[src/rtl/i2c_eeprom_slave.sv]
// i2c_eeprom_slave: 24Cxx-style I2C EEPROM target with a 16-bit word pointer.
// SCL/SDA are oversampled on sys_clk; a write-cycle busy window NACKs the device.
module i2c_eeprom_slave #(
   parameter logic [6:0] DEV_ADDR       = 7'b1010000,
   parameter int         ADDR_W         = 8,
   parameter int         WR_BUSY_CYCLES = 1000
) (
   input  logic        sys_clk,
   input  logic        sys_rst,
   input  logic        scl_in,
   input  logic        sda_in,
   output logic        sda_oe,
   output logic        busy,
   output logic        wr_pulse,
   output logic [15:0] wr_addr
);

   localparam int BW = $clog2(WR_BUSY_CYCLES + 1);

   typedef enum logic [3:0] {
      IDLE,
      DEVADDR,
      ACK_DEV,
      ADDR_HI,
      ACK_HI,
      ADDR_LO,
      ACK_LO,
      WR_DATA,
      ACK_WR,
      RD_DATA,
      MACK,
      IGNORE
   } state_t;

   // [0] metastable stage, [1] synced value, [2] history for edges
   logic [2:0] scl_sync_q;
   logic [2:0] sda_sync_q;

   state_t          state_q, state_d;
   logic [2:0]      bit_cnt_q, bit_cnt_d;
   logic [7:0]      shift_q, shift_d;
   logic [7:0]      hi_q, hi_d;
   logic [15:0]     ptr_q, ptr_d;
   logic            rw_q, rw_d;
   logic [7:0]      tx_q, tx_d;
   logic            sda_oe_q, sda_oe_d;
   logic            wr_pulse_q, wr_pulse_d;
   logic [15:0]     wr_addr_q, wr_addr_d;
   logic            committed_q, committed_d;
   logic [BW-1:0]   busy_cnt_q, busy_cnt_d;

   logic [7:0] mem [2**ADDR_W];
   logic       mem_we;

   logic scl_s, scl_p, sda_s, sda_p;
   logic scl_rise, scl_fall, start_det, stop_det;
   logic last_bit, rx_state;
   logic [7:0] rx_byte, rd_byte;

   assign scl_s = scl_sync_q[1];
   assign scl_p = scl_sync_q[2];
   assign sda_s = sda_sync_q[1];
   assign sda_p = sda_sync_q[2];

   assign scl_rise  = scl_s & ~scl_p;
   assign scl_fall  = ~scl_s & scl_p;
   assign start_det = scl_s & scl_p & sda_p & ~sda_s;
   assign stop_det  = scl_s & scl_p & ~sda_p & sda_s;

   assign last_bit = (bit_cnt_q == 3'd7);
   assign rx_byte  = {shift_q[6:0], sda_s};
   assign rd_byte  = mem[ptr_q[ADDR_W-1:0]];
   assign rx_state = (state_q == DEVADDR) || (state_q == ADDR_HI) ||
                     (state_q == ADDR_LO) || (state_q == WR_DATA);

   assign busy     = (busy_cnt_q != '0);
   assign sda_oe   = sda_oe_q;
   assign wr_pulse = wr_pulse_q;
   assign wr_addr  = wr_addr_q;

   // Pad synchronizers; idle bus level is high
   always_ff @(posedge sys_clk) begin
      if (sys_rst) begin
         scl_sync_q <= 3'b111;
         sda_sync_q <= 3'b111;
      end else begin
         scl_sync_q <= {scl_sync_q[1:0], scl_in};
         sda_sync_q <= {sda_sync_q[1:0], sda_in};
      end
   end

   // Storage array is deliberately left unreset
   always_ff @(posedge sys_clk) begin
      if (mem_we) mem[ptr_q[ADDR_W-1:0]] <= rx_byte;
   end

   // Protocol state and datapath registers
   always_ff @(posedge sys_clk) begin
      if (sys_rst) begin
         state_q     <= IDLE;
         bit_cnt_q   <= '0;
         shift_q     <= '0;
         hi_q        <= '0;
         ptr_q       <= '0;
         rw_q        <= 1'b0;
         tx_q        <= '0;
         sda_oe_q    <= 1'b0;
         wr_pulse_q  <= 1'b0;
         wr_addr_q   <= '0;
         committed_q <= 1'b0;
         busy_cnt_q  <= '0;
      end else begin
         state_q     <= state_d;
         bit_cnt_q   <= bit_cnt_d;
         shift_q     <= shift_d;
         hi_q        <= hi_d;
         ptr_q       <= ptr_d;
         rw_q        <= rw_d;
         tx_q        <= tx_d;
         sda_oe_q    <= sda_oe_d;
         wr_pulse_q  <= wr_pulse_d;
         wr_addr_q   <= wr_addr_d;
         committed_q <= committed_d;
         busy_cnt_q  <= busy_cnt_d;
      end
   end

   // Next-state: bus events first, then per-state bit handling
   always_comb begin
      state_d     = state_q;
      bit_cnt_d   = bit_cnt_q;
      shift_d     = shift_q;
      hi_d        = hi_q;
      ptr_d       = ptr_q;
      rw_d        = rw_q;
      tx_d        = tx_q;
      sda_oe_d    = sda_oe_q;
      wr_pulse_d  = 1'b0;
      wr_addr_d   = wr_addr_q;
      committed_d = committed_q;
      busy_cnt_d  = busy ? busy_cnt_q - BW'(1) : busy_cnt_q;
      mem_we      = 1'b0;

      if (start_det) begin
         state_d     = DEVADDR;
         bit_cnt_d   = '0;
         sda_oe_d    = 1'b0;
         committed_d = 1'b0;
      end else if (stop_det) begin
         state_d     = IDLE;
         bit_cnt_d   = '0;
         sda_oe_d    = 1'b0;
         committed_d = 1'b0;
         if (committed_q) busy_cnt_d = BW'(WR_BUSY_CYCLES);
      end else begin
         if (rx_state && scl_rise) begin
            shift_d   = rx_byte;
            bit_cnt_d = bit_cnt_q + 3'd1;
         end
         unique case (state_q)
            IDLE, IGNORE: ;
            DEVADDR: begin
               if (scl_rise && last_bit) begin
                  if (rx_byte[7:1] == DEV_ADDR && !busy) begin
                     state_d = ACK_DEV;
                     rw_d    = rx_byte[0];
                  end else begin
                     state_d = IGNORE;
                  end
               end
            end
            ADDR_HI: begin
               if (scl_rise && last_bit) begin
                  hi_d    = rx_byte;
                  state_d = ACK_HI;
               end
            end
            ADDR_LO: begin
               if (scl_rise && last_bit) begin
                  ptr_d   = {hi_q, rx_byte};
                  state_d = ACK_LO;
               end
            end
            WR_DATA: begin
               if (scl_rise && last_bit) begin
                  mem_we      = 1'b1;
                  wr_pulse_d  = 1'b1;
                  wr_addr_d   = ptr_q;
                  ptr_d       = ptr_q + 16'd1;
                  committed_d = 1'b1;
                  state_d     = ACK_WR;
               end
            end
            ACK_DEV, ACK_HI, ACK_LO, ACK_WR: begin
               // sda_oe_q doubles as the "ACK bit in progress" phase flag
               if (scl_fall) begin
                  if (!sda_oe_q) begin
                     sda_oe_d = 1'b1;
                  end else begin
                     sda_oe_d  = 1'b0;
                     bit_cnt_d = '0;
                     if (state_q == ACK_DEV && rw_q) begin
                        state_d  = RD_DATA;
                        tx_d     = rd_byte;
                        sda_oe_d = ~rd_byte[7];
                     end else if (state_q == ACK_DEV) begin
                        state_d = ADDR_HI;
                     end else if (state_q == ACK_HI) begin
                        state_d = ADDR_LO;
                     end else begin
                        state_d = WR_DATA;
                     end
                  end
               end
            end
            RD_DATA: begin
               if (scl_fall) sda_oe_d = ~tx_q[~bit_cnt_q];
               if (scl_rise) begin
                  bit_cnt_d = bit_cnt_q + 3'd1;
                  if (last_bit) begin
                     ptr_d     = ptr_q + 16'd1;
                     bit_cnt_d = '0;
                     state_d   = MACK;
                  end
               end
            end
            MACK: begin
               if (scl_fall) sda_oe_d = 1'b0;
               if (scl_rise) begin
                  if (!sda_s) begin
                     state_d   = RD_DATA;
                     tx_d      = rd_byte;
                     bit_cnt_d = '0;
                  end else begin
                     state_d = IGNORE;
                  end
               end
            end
            default: state_d = IDLE;
         endcase
      end
   end

endmodule

[config.mk]
export PLATFORM = sky130hd
export DESIGN_NAME = i2c_eeprom_slave
export DESIGN_NICKNAME = d
export VERILOG_FILES = /design/src/rtl/i2c_eeprom_slave.sv
export SDC_FILE = /design/constraint.sdc
export NUM_CORES = 2
export LEC_CHECK = 0
export ABC_AREA = 1
export BUFFER_PORTS_ARGS = -buffer_cell sky130_fd_sc_hd__buf_4
export CAP_MARGIN = 20
export CORE_MARGIN = 1.5
export CORE_UTILIZATION = 48
export DETAILED_ROUTE_END_ITERATION = 8
export PLACE_DENSITY_LB_ADDON = 0.2
export SLEW_MARGIN = 40
export SYNTH_ARGS = -nofsm -noshare
export SYNTH_HDL_FRONTEND = slang
export SYNTH_SLANG_ARGS = --single-unit
[constraint.sdc]
create_clock -name sys_clk -period 7.85 [get_ports sys_clk]
set_input_delay 0.785 -clock sys_clk [delete_from_list [all_inputs] [get_ports sys_clk]]
set_output_delay 0.785 -clock sys_clk [all_outputs]
set_load 0.02 [all_outputs]
==> flow_summary.ini <==
[clock_network]
cts_tree = done
hold_buffers = 0
h-tree-depth = 4
root_buffer = clkbuf_16
cts-buffers-inserted = 210
post-cts-setup-buffers = 0
clock_path_buffers = 3
clk_latency_ns = 0.87
clk_pin_slew_ns = 0.06
cts_resized = 0
cts.sinks = 2138

[synth]
yosys_register_bits = 2138
ys_types = 38
ys_top_cells_by_area = edfxtp_1, o21ai_0, nor2_1, nand3_1, nand2_1
syn_avg_cell_area_sq_um = 12.20
synth.top_cell.area_share = 0.7166
synth_edf_count = 2048
ys_warn_count = 0
ys_top_cells_by_count = edfxtp_1, nor2_1, o21ai_0, nand2_1, nand3_1
synth_fp_nets = 7045
yosysTopAreaCell = edfxtp_1
ys_seq_area_frac = 0.7375
async_flop_share = 0
synthCells = 7033
netlist_area_sq_um = 85830
post-synth-top-count-cell = edfxtp_1
ys.flop_type = edfxtp_1

[final_layout]
utilization = 0.5331
syn_to_final_growth_pct = 10.59
fillers = 14980
nets = 6869
final_area_sq_um = 94910
drive_above_1_share = 0.07617

[sta]
min_period_ns = 4.106
setup_tns_ns = 0
setup_viol = 0
clock.fmax_mhz = 243.6
slew_headroom = 0.4059
tightest_slew_ns = 0.8911
finClkSkew_ns = 0.04280
post-route-period-util = 0.5230
holdWs_ns = 0.09825
worst_slack_ns = 3.744
finalHoldViolCount = 0
rsz0062_at_grt = no
slew_viol_final = 0

[place]
portBuffers = 22
placed_cell_area_sq_um = 87730
gp_congestion = 0.8644
dp_slack_ns = 3.801
dp_hpwl_um = 134700

[floorplanning]
num_rows = 155
core_area_sq_um = 178000
fp.dieW_um = 425.9
ios = 23
dieHeight_um = 425.9
start_util = 0.4821
dieArea_sq_um = 181300

[drt]
drt_pass1_iterations = 6
totalWireLength_um = 242500
drc_errors = 0
wl_per_cell_um = 25.81
via_count = 56960
vias_per_cell = 6.063
drt_iter0_drc = 7354
ant_nets = 0

[worst_setup_path]
crit_family = simple AND/OR/NAND/NOR gates
path_depth = 16
crit_path_frequent_cell = nand3_1
reg2reg_to = sda_oe$_SDFFE_PP0P_
crit_type = flop to flop
cp-end-kind = flop
cpPeakStageDelay_ns = 0.74
setup.worst_path.end = sda_oe$_SDFFE_PP0P_
path_cells = buf_12 > buf_16 > buf_4 > nand2_1 > nand3_1 > nand3_1 > nand3_1 > nand3_1 > nand3_1 > nand3_1 > nand3_1 > nand2_1 > nand2_1 > nand2_1 > nand2_1 > a21oi_1
start_kind = flop
required_ns = 8.61
worst-path-buf-inv = 3
r2r_slack_ns = 3.74
cp.arrival_ns = 4.86
r2r_cells = 16
critPathSlowestCell = dfxtp_4
cp_max_fo = 123

[grt]
use_met1 = 0.3850
grt_util_met2 = 0.3979
antenna_found_initial = 7
grt_pass1_vias = 55330
grt_overflow = 0
grtUsageTotal = 0.2655
busiest_layer = met2
met3_usage = 0.05107
grt_max_degree = 250
grt_pass1_wl_um = 359200

[worst_hold_path]
min_path_type = primary input to flop

[power_and_ir_drop]
p_leak_nw = 29.50
powerDensity_nw_per_um2 = 242.5
max-vdd-ir-drop_uv = 247.0

[run]
cap_viol_max_count = 0

[status]
outcome = finished, final reports clean
## worst min-delay path by stage
stage,cells after the start,slack [ns],start,end
finish,2,0.1,sda_in,sda_sync_q[0]$_SDFF_PP1_
global route,2,0.1,sda_in,sda_sync_q[0]$_SDFF_PP1_
CTS,2,0.05,sda_in,sda_sync_q[0]$_SDFF_PP1_
detailed placement,1,0.40,sda_sync_q[0]$_SDFF_PP1_,sda_sync_q[1]$_SDFF_PP1_
global placement,1,0.39,sda_sync_q[0]$_SDFF_PP1_,sda_sync_q[1]$_SDFF_PP1_
floorplan,1,0.39,scl_sync_q[0]$_SDFF_PP1_,scl_sync_q[1]$_SDFF_PP1_
## metrics by stage
| stage | cells | total power, mW |
|---|---|---|
| 4_1_cts | 9385 | 23.09 |
| 5_1_grt | 9393 | 23.59 |
| 3_3_place_gp | 8983 | 13.12 |
| 2_1_floorplan | 7033 | 12.99 |
| 6_report | 9395 | 23.02 |
| 3_5_place_dp | 8993 | 13.13 |
## registers in the layout (all words and copies together), names as in the netlist, 3 cells and up, named ones only
register and cells:
bit_cnt_q 3, busy_cnt_q 10, scl_sync_q 3, shift_q 7
sda_sync_q 3, tx_q 8, mem 2048, wr_addr 16
state_q 4, hi_q 8, ptr_q 16
## layout make-up
type / count / area (sq um) / area share
tap: 2355 / 2947 / 0.03105
multi-input combinational: 4303 / 19960 / 0.2103
antenna: 3 / 7.507 / 0.00007910
clock inverter: 130 / 1349 / 0.01421
clock buffer: 262 / 5543 / 0.05840
timing repair buffer: 111 / 1351 / 0.01424
sequential: 2138 / 63350 / 0.6675
inverter: 93 / 401.6 / 0.004232
## report_power, final
group / leakage (nW) / switching (mW) / internal (mW)
logic: 8.70 / 0.312 / 0.113
registers: 17.5 / 0.0432 / 12.4
clock network: 3.33 / 4.40 / 5.72
total: 29.5 / 4.76 / 18.3
## worst reg2reg max path, cell delays in order (launching register included)
cell and delay (ns):
dfxtp_4 0.74, buf_12 0.44, buf_16 0.43, buf_4 0.73, nand2_1 0.13, nand3_1 0.12, nand3_1 0.13, nand3_1 0.14
nand3_1 0.16, nand3_1 0.23, nand3_1 0.17, nand3_1 0.14, nand2_1 0.14, nand2_1 0.10, nand2_1 0.06, nand2_1 0.07
a21oi_1 0.06
## cells in the final DEF, fill, tap and decap left out, types with 6 or more instances in the layout
cell        count
buf_16         11
inv_1          78
clkinv_4        8
nand3_1       688
inv_2           8
a31oi_1         8
nor3_1         12
ha_1            8
buf_12         19
buf_6          16
nor2_4          6
o22ai_1       449
nor2_1       1181
o21ai_0       940
nand2_2        15
o21ai_1        28
clkinvlp_4     13
edfxtp_1     2048
nor2_2         50
a21oi_1        71
clkinv_2       35
clkbuf_1       45
nand3_2        10
dfxtp_1        75
nand2_1       802
buf_4          65
bufinv_16      21
clkinv_1       42
clkbuf_16     212
dfxtp_4        13
## logic make-up (layout without fill, tap and decap cells)
logic type / count (synthesis) / in the layout / synth area share
AOI/OAI and AO/OA: 1512 / 1512 / 0.09540
DFF: 2138 / 2138 / 0.7375
adders and majority gates: 8 / 8 / 0.001166
other: 0 / 3 / 0
and+or+nand+nor: 2778 / 2778 / 0.1325
xor gates and xnor gates: 5 / 5 / 0.0005102
buffers and inverters: 592 / 596 / 0.03289
## per-layer routing
layer  share of wire  vias up
li1                -    25250
met1            0.42    28350
met2            0.45     2934
met3           0.096      428
met4           0.034        0
met5               0        -
Note: power is estimated with default switching activity, not from simulation.
